===== src/rtl/sha_mem_pkg.sv =====
// Shared types and constants for the SHA memory responder: FSM state encoding,
// default address map and the address range helper used by the RAM and its owner.
package sha_mem_pkg;

    typedef enum logic [2:0] {
        ST_IDLE = 3'd0,
        ST_LOAD = 3'd1,
        ST_KICK = 3'd2,
        ST_WAIT = 3'd3,
        ST_DUMP = 3'd4
    } state_e;

    localparam logic [15:0] DEF_MESSAGE_ADDR = 16'd0;
    localparam logic [15:0] DEF_OUTPUT_ADDR  = 16'd32;
    localparam int          HASH_WORDS       = 8;

    // True when a 16-bit word address falls inside a RAM of the given depth.
    function automatic logic addr_in_range(input logic [15:0] addr, input int depth);
        return ({16'd0, addr} < $unsigned(depth));
    endfunction

endpackage


===== src/rtl/sha_mem_responder_if.sv =====
// Host and core facing signals of the SHA memory responder, bundled with one
// modport for the responder (slave) and one for whatever drives it (master).
interface sha_mem_responder_if;

    // Valid/ready: a word moves on a rising clk edge where valid and ready are
    // both high; the side holding valid keeps its data unchanged until then.
    logic        host_go;
    logic        busy;
    logic        error;

    logic        in_valid;
    logic [31:0] in_data;
    logic        in_ready;

    logic        out_valid;
    logic [31:0] out_data;
    logic        out_ready;

    // Core side: core_start is a one-cycle pulse, the memory port is sampled
    // every clk edge while the responder is waiting on the core.
    logic        core_start;
    logic        core_done;
    logic [15:0] message_addr;
    logic [15:0] output_addr;
    logic        mem_we;
    logic [15:0] mem_addr;
    logic [31:0] mem_write_data;
    logic [31:0] mem_read_data;

    modport slave (
        input  host_go, in_valid, in_data, out_ready,
        input  core_done, mem_we, mem_addr, mem_write_data,
        output busy, error, in_ready, out_valid, out_data,
        output core_start, message_addr, output_addr, mem_read_data
    );

    modport master (
        output host_go, in_valid, in_data, out_ready,
        output core_done, mem_we, mem_addr, mem_write_data,
        input  busy, error, in_ready, out_valid, out_data,
        input  core_start, message_addr, output_addr, mem_read_data
    );

endinterface


===== src/rtl/sha_word_ram.sv =====
// Single-port DEPTH x 32 word RAM with a registered, write-first read port.
// Out-of-range accesses never touch the array and read back as zero.
module sha_word_ram
    import sha_mem_pkg::*;
#(
    parameter int DEPTH = 64
) (
    input  logic        clk,
    input  logic        reset_n,
    input  logic        i_en,
    input  logic        i_we,
    input  logic [15:0] i_addr,
    input  logic [31:0] i_wdata,
    output logic [31:0] o_rdata
);

    localparam int AW = (DEPTH > 1) ? $clog2(DEPTH) : 1;

    logic [31:0]   r_mem [DEPTH];
    logic [31:0]   r_rdata;
    logic          w_hit;
    logic [AW-1:0] w_idx;

    assign w_hit   = addr_in_range(i_addr, DEPTH);
    assign w_idx   = i_addr[AW-1:0];
    assign o_rdata = r_rdata;

    // The array carries no reset so its contents survive a mid-job reset.
    always_ff @(posedge clk) begin
        if (i_en && i_we && w_hit) begin
            r_mem[w_idx] <= i_wdata;
        end
    end

    always_ff @(posedge clk or negedge reset_n) begin
        if (!reset_n) begin
            r_rdata <= 32'h0;
        end else if (i_en) begin
            if (!w_hit) begin
                r_rdata <= 32'h0;
            end else if (i_we) begin
                r_rdata <= i_wdata;
            end else begin
                r_rdata <= r_mem[w_idx];
            end
        end
    end

endmodule


===== src/rtl/sha_mem_responder.sv =====
// Loads a message from the host into a shared RAM, hands the RAM to a hash core
// until it reports done (or a watchdog expires), then streams the hash back.
module sha_mem_responder
    import sha_mem_pkg::*;
#(
    parameter int          NUM_OF_WORDS = 20,
    parameter int          DEPTH        = 64,
    parameter logic [15:0] MESSAGE_ADDR = DEF_MESSAGE_ADDR,
    parameter logic [15:0] OUTPUT_ADDR  = DEF_OUTPUT_ADDR,
    parameter int          TIMEOUT      = 4096
) (
    input  logic                 clk,
    input  logic                 reset_n,
    sha_mem_responder_if.slave   bus,
    output state_e               o_state
);

    localparam logic [15:0] LAST_WORD = 16'(NUM_OF_WORDS - 1);
    localparam logic [15:0] HASH_N    = 16'(HASH_WORDS);
    // KICK is the first counted cycle, so WAIT gives up TIMEOUT-1 cycles later.
    localparam logic [31:0] WDOG_LAST = 32'(TIMEOUT - 2);

    state_e      r_state;
    logic [15:0] r_count;
    logic [31:0] r_wdog;
    logic        r_pend;
    logic        r_core_start;
    logic        r_error;
    logic        r_out_valid;
    logic [31:0] r_out_data;
    logic        r_core_owned;
    logic [31:0] r_mem_hold;

    logic        w_in_fire;
    logic        w_out_fire;
    logic        w_fetch;
    logic        w_core_bad;
    logic        w_ram_en;
    logic        w_ram_we;
    logic [15:0] w_ram_addr;
    logic [31:0] w_ram_wdata;
    logic [31:0] w_ram_rdata;

    sha_word_ram #(
        .DEPTH (DEPTH)
    ) u_ram (
        .clk     (clk),
        .reset_n (reset_n),
        .i_en    (w_ram_en),
        .i_we    (w_ram_we),
        .i_addr  (w_ram_addr),
        .i_wdata (w_ram_wdata),
        .o_rdata (w_ram_rdata)
    );

    // RAM port ownership follows the state: host writes, core access, dump reads.
    always_comb begin
        w_in_fire   = (r_state == ST_LOAD) && bus.in_valid;
        w_out_fire  = r_out_valid && bus.out_ready;
        w_fetch     = (r_state == ST_DUMP) && !r_out_valid && !r_pend && (r_count < HASH_N);
        w_core_bad  = (r_state == ST_WAIT) && !addr_in_range(bus.mem_addr, DEPTH);
        w_ram_en    = 1'b0;
        w_ram_we    = 1'b0;
        w_ram_addr  = 16'h0;
        w_ram_wdata = 32'h0;
        case (r_state)
            ST_LOAD: begin
                w_ram_en    = w_in_fire;
                w_ram_we    = 1'b1;
                w_ram_addr  = MESSAGE_ADDR + r_count;
                w_ram_wdata = bus.in_data;
            end
            ST_WAIT: begin
                w_ram_en    = 1'b1;
                w_ram_we    = bus.mem_we;
                w_ram_addr  = bus.mem_addr;
                w_ram_wdata = bus.mem_write_data;
            end
            ST_DUMP: begin
                w_ram_en    = w_fetch;
                w_ram_addr  = OUTPUT_ADDR + r_count;
            end
            default: ;
        endcase
    end

    always_ff @(posedge clk or negedge reset_n) begin
        if (!reset_n) begin
            r_state      <= ST_IDLE;
            r_count      <= 16'h0;
            r_wdog       <= 32'h0;
            r_pend       <= 1'b0;
            r_core_start <= 1'b0;
            r_error      <= 1'b0;
            r_out_valid  <= 1'b0;
            r_out_data   <= 32'h0;
        end else begin
            r_core_start <= 1'b0;
            case (r_state)
                ST_IDLE: begin
                    if (bus.host_go) begin
                        r_state <= ST_LOAD;
                        r_count <= 16'h0;
                        r_error <= 1'b0;
                    end
                end
                ST_LOAD: begin
                    if (w_in_fire) begin
                        if (r_count == LAST_WORD) begin
                            r_state      <= ST_KICK;
                            r_count      <= 16'h0;
                            r_core_start <= 1'b1;
                        end else begin
                            r_count <= r_count + 16'd1;
                        end
                    end
                end
                ST_KICK: begin
                    r_wdog  <= 32'h0;
                    r_state <= ST_WAIT;
                end
                ST_WAIT: begin
                    if (w_core_bad) begin
                        r_error <= 1'b1;
                    end
                    if (bus.core_done) begin
                        r_state <= ST_DUMP;
                        r_count <= 16'h0;
                        r_pend  <= 1'b0;
                    end else if (r_wdog == WDOG_LAST) begin
                        r_error <= 1'b1;
                        r_state <= ST_IDLE;
                    end else begin
                        r_wdog <= r_wdog + 32'd1;
                    end
                end
                ST_DUMP: begin
                    // Fetch, capture, then hold the word until the host takes it.
                    if (w_fetch) begin
                        r_count <= r_count + 16'd1;
                        r_pend  <= 1'b1;
                    end
                    if (r_pend) begin
                        r_out_data  <= w_ram_rdata;
                        r_out_valid <= 1'b1;
                        r_pend      <= 1'b0;
                    end
                    if (w_out_fire) begin
                        r_out_valid <= 1'b0;
                        if (r_count == HASH_N) begin
                            r_state <= ST_IDLE;
                        end
                    end
                end
                default: r_state <= ST_IDLE;
            endcase
        end
    end

    // The core sees RAM read data only for its own accesses; dump reads are hidden.
    always_ff @(posedge clk or negedge reset_n) begin
        if (!reset_n) begin
            r_core_owned <= 1'b0;
            r_mem_hold   <= 32'h0;
        end else begin
            r_core_owned <= (r_state == ST_WAIT);
            if (r_core_owned) begin
                r_mem_hold <= w_ram_rdata;
            end
        end
    end

    assign bus.busy          = (r_state != ST_IDLE);
    assign bus.error         = r_error;
    assign bus.in_ready      = (r_state == ST_LOAD);
    assign bus.out_valid     = r_out_valid;
    assign bus.out_data      = r_out_data;
    assign bus.core_start    = r_core_start;
    assign bus.message_addr  = MESSAGE_ADDR;
    assign bus.output_addr   = OUTPUT_ADDR;
    assign bus.mem_read_data = r_core_owned ? w_ram_rdata : r_mem_hold;
    assign o_state           = r_state;

endmodule


===== src/flat_wrapper.sv =====
// flat-port wrapper written by rule: the top's interface ports become plain ports
module sha_mem_responder_flat import sha_mem_pkg::*;
#(
    parameter int          NUM_OF_WORDS = 20,
    parameter int          DEPTH        = 64,
    parameter logic [15:0] MESSAGE_ADDR = DEF_MESSAGE_ADDR,
    parameter logic [15:0] OUTPUT_ADDR  = DEF_OUTPUT_ADDR,
    parameter int          TIMEOUT      = 4096
)
  (clk, reset_n, o_state, bus_host_go, bus_in_valid, bus_in_data, bus_out_ready, bus_core_done, bus_mem_we, bus_mem_addr, bus_mem_write_data, bus_busy, bus_error, bus_in_ready, bus_out_valid, bus_out_data, bus_core_start, bus_message_addr, bus_output_addr, bus_mem_read_data);
  sha_mem_responder_if bus_i ();
  input  logic clk;
  input  logic reset_n;
  output state_e o_state;
  input wire logic [$bits(bus_i.host_go)-1:0] bus_host_go;
  input wire logic [$bits(bus_i.in_valid)-1:0] bus_in_valid;
  input wire logic [$bits(bus_i.in_data)-1:0] bus_in_data;
  input wire logic [$bits(bus_i.out_ready)-1:0] bus_out_ready;
  input wire logic [$bits(bus_i.core_done)-1:0] bus_core_done;
  input wire logic [$bits(bus_i.mem_we)-1:0] bus_mem_we;
  input wire logic [$bits(bus_i.mem_addr)-1:0] bus_mem_addr;
  input wire logic [$bits(bus_i.mem_write_data)-1:0] bus_mem_write_data;
  output wire logic [$bits(bus_i.busy)-1:0] bus_busy;
  output wire logic [$bits(bus_i.error)-1:0] bus_error;
  output wire logic [$bits(bus_i.in_ready)-1:0] bus_in_ready;
  output wire logic [$bits(bus_i.out_valid)-1:0] bus_out_valid;
  output wire logic [$bits(bus_i.out_data)-1:0] bus_out_data;
  output wire logic [$bits(bus_i.core_start)-1:0] bus_core_start;
  output wire logic [$bits(bus_i.message_addr)-1:0] bus_message_addr;
  output wire logic [$bits(bus_i.output_addr)-1:0] bus_output_addr;
  output wire logic [$bits(bus_i.mem_read_data)-1:0] bus_mem_read_data;
  assign bus_i.host_go = bus_host_go;
  assign bus_i.in_valid = bus_in_valid;
  assign bus_i.in_data = bus_in_data;
  assign bus_i.out_ready = bus_out_ready;
  assign bus_i.core_done = bus_core_done;
  assign bus_i.mem_we = bus_mem_we;
  assign bus_i.mem_addr = bus_mem_addr;
  assign bus_i.mem_write_data = bus_mem_write_data;
  assign bus_busy = bus_i.busy;
  assign bus_error = bus_i.error;
  assign bus_in_ready = bus_i.in_ready;
  assign bus_out_valid = bus_i.out_valid;
  assign bus_out_data = bus_i.out_data;
  assign bus_core_start = bus_i.core_start;
  assign bus_message_addr = bus_i.message_addr;
  assign bus_output_addr = bus_i.output_addr;
  assign bus_mem_read_data = bus_i.mem_read_data;
  sha_mem_responder #(.NUM_OF_WORDS(NUM_OF_WORDS), .DEPTH(DEPTH), .MESSAGE_ADDR(MESSAGE_ADDR), .OUTPUT_ADDR(OUTPUT_ADDR), .TIMEOUT(TIMEOUT)) u_core (.clk(clk), .reset_n(reset_n), .bus(bus_i), .o_state(o_state));
endmodule

===== config.mk =====
export PLATFORM = sky130hd
export DESIGN_NAME = sha_mem_responder_flat
export DESIGN_NICKNAME = d
export VERILOG_FILES = /design/src/rtl/sha_mem_pkg.sv /design/src/rtl/sha_mem_responder_if.sv /design/src/rtl/sha_word_ram.sv /design/src/rtl/sha_mem_responder.sv /design/src/flat_wrapper.sv
export SDC_FILE = /design/constraint.sdc
export NUM_CORES = 2
export LEC_CHECK = 0
export ABC_AREA = 1
export CORE_MARGIN = 5
export CORE_UTILIZATION = 30
export DETAILED_ROUTE_END_ITERATION = 10
export PLACE_DENSITY_LB_ADDON = 0.05
export SETUP_SLACK_MARGIN = 0.1
export SLEW_MARGIN = 20
export SYNTH_ARGS = -nofsm -noshare
export SYNTH_HDL_FRONTEND = slang
export SYNTH_SLANG_ARGS = --single-unit

===== constraint.sdc =====
create_clock -name clk -period 3.7 [get_ports clk]
set_clock_uncertainty 0.05 [all_clocks]
set_input_delay 0.74 -clock clk [delete_from_list [all_inputs] [get_ports clk]]
set_output_delay 0.74 -clock clk [all_outputs]
set_load 0.02 [all_outputs]

**After elaboration in Yosys (flattened, before gate mapping)**

Memories as Yosys holds them, arrays and structs flattened.
Index checks and enable logic that the tools add are counted.

- Memory bits (read-only): 0
- Latch bits: 0
- Memory bits (writable): 2048
- Word-level logic and storage cells: 100
- Memories: 1
- Output and inout bits: 104
- Register bits after elaboration: 152

- Divide/modulo/power cells: 0
- Reductions and logical operators: 25
- $lt $le $gt $ge: 3
- Mux-type cells: 40
- $add $sub $neg: 3
- Shift-type cells: 0
- Bitwise gates (word level): 0
- Multipliers: 0
- Eq/ne operators: 17

Memories:

| memory | depth | bits a word | rd ports | clocked after memory_dff | write ports | RTL line | text |
|---|---|---|---|---|---|---|---|
| u_core.u_ram.r_mem | 64 | 32 | 1 | 0 | 1 | sha_word_ram.sv:19 | `logic [31:0] r_mem [DEPTH];` |

Operator list:

| kind | count |
|---|---|
| 32-bit 2-to-1 mux | 5 |
| 32-bit one-hot mux with 2 select lines | 2 |
| 16-bit 2-to-1 mux | 5 |
| 16-bit one-hot mux with 4 select lines | 1 |
| 16-bit one-hot mux with 3 select lines | 1 |
| 32-bit by 1-bit adder with 32-bit output (second input constant) | 1 |
| 32-bit by 12-bit == test with 1-bit output (second input constant) | 1 |
| 16-bit by 7-bit less-than comparator with 1-bit output (second input constant) | 2 |
| 3-bit 2-to-1 mux | 7 |
| 16-bit by 1-bit adder with 16-bit output (second input constant) | 1 |
| 6-bit by 16-bit adder with 16-bit output (first input constant) | 1 |
| 16-bit by 4-bit == test with 1-bit output (second input constant) | 1 |
| 16-bit by 5-bit == test with 1-bit output (second input constant) | 1 |
| 16-bit by 4-bit less-than comparator with 1-bit output (second input constant) | 1 |
| 3-bit one-hot mux with 5 select lines | 1 |
| 1-bit 2-to-1 mux | 14 |
| 2-bit inequality test (second input constant) | 5 |
| 1-bit logical AND | 8 |
| 2-bit by 1-bit inequality test with 1-bit output (second input constant) | 4 |
| 2-bit AND reduction | 4 |
| 2-bit nonzero test | 4 |
| 3-bit by 2-bit == test with 1-bit output (second input constant) | 2 |
| 1-bit one-hot mux with 2 select lines | 3 |
| 6-bit AND reduction | 1 |
| 10 further kinds | 12 |

**Depth between registers and ports, before layout**

- Depth after elaboration: 9
- Depth in mapped cells: 17
- Depth with buffers taken out: 14

**Hierarchy**

From an unflattened synthesis, not the netlist that was laid out.

- Cell total of the unflattened synthesis: 8745
- Area total of the unflattened synthesis: 94139.0 um2

By module, submodules not included:

| module | seq. area each (um2) | area each (um2) | cells an instance | instances |
|---|---|---|---|---|
| sha_word_ram | 62299.8 | 86762.0 | 7696 | 1 |
| sha_mem_responder | 3002.9 | 7377.1 | 1049 | 1 |

**Worst setup path after synthesis**

OpenSTA, ideal clock, no wires.

- Path kind: input-to-reg
- From: input bus_mem_addr[0]
- To: memory u_core.u_ram.r_mem[11][0], enable pin
- Required time: 3229 ps
- Slack: -265 ps
- Arrival time: 3494 ps
- Buffers on the path: 4
- Stages on the path: 10
- Cell sequence: nand4_1 nand3_2 inv_2 buf_4 buf_2 buf_2 buf_2 nor2_1 nand2_1 nor2_1

- Cells in the longest elaborated chain, start to end: 5

Ends and longest elaborated chain:

| item | RTL line | text |
|---|---|---|
| from (decl) | flat_wrapper.sv:21 | `input wire logic [$bits(bus_i.mem_addr)-1:0] bus_mem_addr;` |
| 16-bit one-hot mux with 3 select lines * | sha_mem_responder.sv:66 | `case (r_state)` |
| 16-bit by 7-bit less-than comparator with 1-bit output | sha_mem_pkg.sv:19 | `return ({16'd0, addr} < $unsigned(depth));` |
| 1-bit logical AND | sha_word_ram.sv:30 | `if (i_en && i_we && w_hit) begin` |
| 1-bit 2-to-1 mux | sha_word_ram.sv:30 |  |
| 1-bit 2-to-1 mux (not written as such) | sha_word_ram.sv:31 | `r_mem[w_idx] <= i_wdata;` |
| to (decl) | sha_word_ram.sv:19 |  |

Mark *: on every way between the ends. The rest lies on a longest branch, timed or not.

**Worst setup path in the final report**

- From: register u_core.r_state[2] (netlist: u_core.o_state[2])
- To: register u_core.u_ram.r_rdata[29] (netlist: u_core.u_ram.o_rdata[29])

- Cells in the longest elaborated chain, start to end: 5

Ends and longest elaborated chain:

| item | RTL line | text |
|---|---|---|
| from (decl) | sha_mem_responder.sv:23 | `state_e r_state;` |
| from (signal assigned) | sha_mem_responder.sv:89 | `r_state <= ST_IDLE;` |
| from (signal assigned) | sha_mem_responder.sv:102 | `r_state <= ST_LOAD;` |
| from (signal assigned) | sha_mem_responder.sv:110 | `r_state <= ST_KICK;` |
| 3-bit == test, or another cell as far along | sha_mem_responder.sv:60, sha_mem_responder.sv:66 |  |
| 16-bit one-hot mux with 3 select lines / 1-bit logical AND (equally long branches) | sha_mem_responder.sv:66, sha_mem_responder.sv:60 |  |
| memory read 64 x 32 bit / 1-bit logical AND (equally long branches) | n/a |  |
| 32-bit 2-to-1 mux / 1-bit logical AND (equally long branches) | sha_word_ram.sv:41, sha_mem_responder.sv:60 |  |
| 32-bit 2-to-1 mux / 1-bit one-hot mux with 3 select lines (equally long branches) | sha_word_ram.sv:39, sha_mem_responder.sv:66 |  |
| to (signal assigned) | sha_word_ram.sv:42 | `r_rdata <= i_wdata;` |
| to (signal assigned) | sha_word_ram.sv:44 | `r_rdata <= r_mem[w_idx];` |
| to (decl) | sha_word_ram.sv:20 | `logic [31:0] r_rdata;` |

Parallel ways exist; a longest one is shown, timed or not.
A chain may end at the register's enable or synchronous reset.

==> results.md <==
- Htree depth: 5
- WL/cell: roughly 27 µm
- Minimum hold slack: around 0.36 ns
- Largest net degree at the start of global routing: 66
- FP Rows: 202
- CTS max path bufs: 4
- Max Slew Vio Count: 0
- Total global routing overflow: 0
- Critical Path RT: 4.45 ns
- Setup Viol. Count Final: 0
- Clock latency on the worst-skew pair: 0.88 ns
- Status: completed
- Worst-path maximum fanout: 47
- Switching power total: between 30 and 40 mW
- Startpoint Class: register
- Max-slew headroom: 0.272
- Placed insts: around 13000
- Crit share post-route: 0.974
- Share of cells above drive strength 1: 0.143
- Vias in the first global route: between 60000 and 70000
- Nets: ~9200
- Core footprint: 0.303 mm²
- CTS tree: yes
- CP Capture Type: register
- Netlist Area Pre-Place: roughly 0.091 mm²
- PD cells: roughly 830 mW/mm²
- DRT Pass-1 Iters: 5
- Leakage Power: roughly 44 nW
- I/O Buffers: approximately 160
- Arr. time, crit path: about 4.4 ns
- Routed vias: 63700
- Clock period minus worst slack: about 3.6 ns
- Top Usage Layer GRT: met2
- Die W: ~560 µm
- Worst-margin pin slew: between 1 and 1.5 ns
- Register area share after synthesis: 0.714
- Final Hold Fails: 0
- Critical path class: register to register
- Met1 Resource Use GR: 0.319
- Worst-case vdd ir drop: around 0.55 mV
- Die H: ~560 µm
- Vias per cell: approximately 4.8
- Final cell count without fillers: around 13000
- IO Pins: 191
- Sw Share: 0.399
- Unique masters post-synth: 40
- Comb pwr share: 0.396
- Routability cong.: 0.854
- RSZ-0062 raised after global routing: true
- Register bit count reported by yosys: 2200
- M3 GR Usage: 0.0293
- Antenna Nets Post-Route: 0
- Final wirelength: around 360000 µm
- Initial antenna violation count: 33
- CTS buffer count: 270
- Most common cell after layout, fill and taps aside: nand2_1
- Worst-path clk slew: roughly 0.06 ns
- Internal: 56.8 mW
- Synth Warn #: 0
- GRT Overall Usage: 0.220
- Min-delay worst type: input port to asynchronous set/reset pin
- FMAX: around 280 MHz
- CTS Sinks: 2200
- FILL cells: approximately 30000
- Initial DRC Count: between 5000 and 6000
- Reg power frac: 0.331
- Most frequent cells in the layout: 2940 x nand2_1, 2048 x edfxtp_1, 710 x nand3_1
- Area Growth Syn to Fin: 24.9%
- Die area: ~0.32 mm²
- Fin util: 0.377
- Root buffer cell: clkbuf_16
- First-pass GRT wire length: between 400000 and 500000 µm
- DRC viols: 0
- Cells after Synth: approximately 8400
- Syn Area/Cell: roughly 11 µm²
- Global Route met2 Usage: 0.347
- Max Cap Viol: 0
- Starting density of the core: 0.302
- DP HPWL: 235000 µm
- Clock Power Share: 0.273
-- per-stage QoR --
stage	power (mW)	setup slack (ns)	cell area, µm²	setup TNS [ns]
after floorplan	46.9	-0.265	91600	-456.34
after global placement	69.5	-0.895	105000	-329.88
after detailed placement	69.4	-0.724	105000	-259.83
after CTS	95.7	0.101	114000	0
after global routing	98.9	0.0237	114000	0
final	94.5	0.0945	114000	0
-- flip-flops by register name (all words and copies together), names as in the netlist, 3 cells and up --
register,flops
u_core.bus.out_data,32
u_core.o_state,3
u_core.r_count,16
u_core.r_mem_hold,32
u_core.r_wdog,32
u_core.u_ram.o_rdata,32
u_core.u_ram.r_mem,2048
-- cell families (layout without fill, tap and decap cells) --
family,count (synthesis),count (layout),share of synthesized area
fa+ha+maj,5,5,0.000684
simple gates,4274,4274,0.190
buf+inv,1144,2086,0.0513
flops,2200,2200,0.714
other cells,2,42,0.0000821
compound gates,718,718,0.0433
xor+xnor,9,9,0.000862
-- repair_timing --
item                                    CTS  global route
resized for setup                        28            39
endpoints found under the hold margin    44             0
pin swaps                                 1             8
setup buffers                             3             3
hold buffers                              1             0
endpoints found under the setup margin  895          1037
cloned                                    0             1
-- cell type report --
class	instances	area [µm²]	share of cell area
Clock inverter	124	1180	0.0104
Sequential cell	2200	65300	0.572
Inverter	686	2610	0.0229
Clock buffer	357	7310	0.0640
Timing Repair Buffer	919	10500	0.0923
Tap cell	3978	4980	0.0436
Multi-Input combinational cell	5038	22300	0.195
Antenna cell	10	25.0	0.000219
-- final timing paths --
| path | startpoint | slack [ns] | depth (start not counted) | end |
|---|---|---|---|---|
| worst min register to register | u_core.bus.out_data[26] | 0.43 | 2 | u_core.bus.out_data[26] |
| worst max-delay path | u_core.o_state[2] | 0.09 | 18 | u_core.u_ram.o_rdata[29] |
| worst min-delay path | reset_n | 0.36 | 2 | u_core.r_wdog[13] |
| min in group clk | u_core.bus.out_data[26] | 0.43 | 2 | u_core.bus.out_data[26] |
| max in group asynchronous | reset_n | 2.28 | 3 | u_core.r_mem_hold[5] |
| worst max register to register | u_core.o_state[2] | 0.09 | 18 | u_core.u_ram.o_rdata[29] |
-- critical path, cell delays in order (launching register included) --
cell	delay, ns
dfrtp_2	0.46
inv_2	0.08
buf_4	0.16
nand4_1	0.27
nand3_4	0.25
buf_12	0.18
buf_16	0.21
buf_16	0.27
buf_4	0.22
o21ai_0	0.12
nand2_1	0.08
nand2_1	0.05
nand2_1	0.10
nand2_1	0.07
nand2_1	0.20
nand2_1	0.14
nor2_4	0.27
nand3_1	0.12
nand2_1	0.08
-- synthesized netlist by cell type, drive strengths merged --
cell type  number  area, µm²
o22ai          12       75.1
o221ai          1       15.0
clkbuf        181        679
o21ai         487       2440
xor2            7       61.3
nand4          66        413
o211ai         44        330
nand3         721       3620
o31ai           1       7.51
a21oi          77        385
clkinv          1       3.75
o21bai         30        225
a22oi          33        253
buf           277       1440
nor3           28        140
nand2        2950      11100
ha              5       62.6
edfxtp       2048      61500
nor2          447       1690
xnor2           2       17.5
nor4           10       62.6
inv           685       2570
a211oi          1       7.51
nor4b           1       8.76
or2            42        263
a31oi          14       87.6
o21a           18        135
conb            2       7.51
nand3b          3       22.5
dfrtp         152       3800
nor3b           6       45.0
-- routing by layer --
layer | vias to the layer above | wire length (µm) | part of all wire
met4 | 0 | 10100 | 0.028
met5 | - | 0 | 0
met3 | 392 | 19500 | 0.055
li1 | 29700 | - | -
met2 | 1746 | 161000 | 0.45
met1 | 31900 | 166000 | 0.46
-- power groups by stage --
stage / clock, mW / combinational, mW / sequential (mW)
2_1_floorplan: 0 / 15.0 / 31.9
3_3_place_gp: 0 / 37.8 / 31.7
3_5_place_dp: 0 / 37.7 / 31.7
4_1_cts: 26.5 / 38.0 / 31.2
5_1_grt: 27.5 / 40.1 / 31.3
6_report: 25.8 / 37.4 / 31.2
Note: power is estimated with default switching activity, not from simulation.
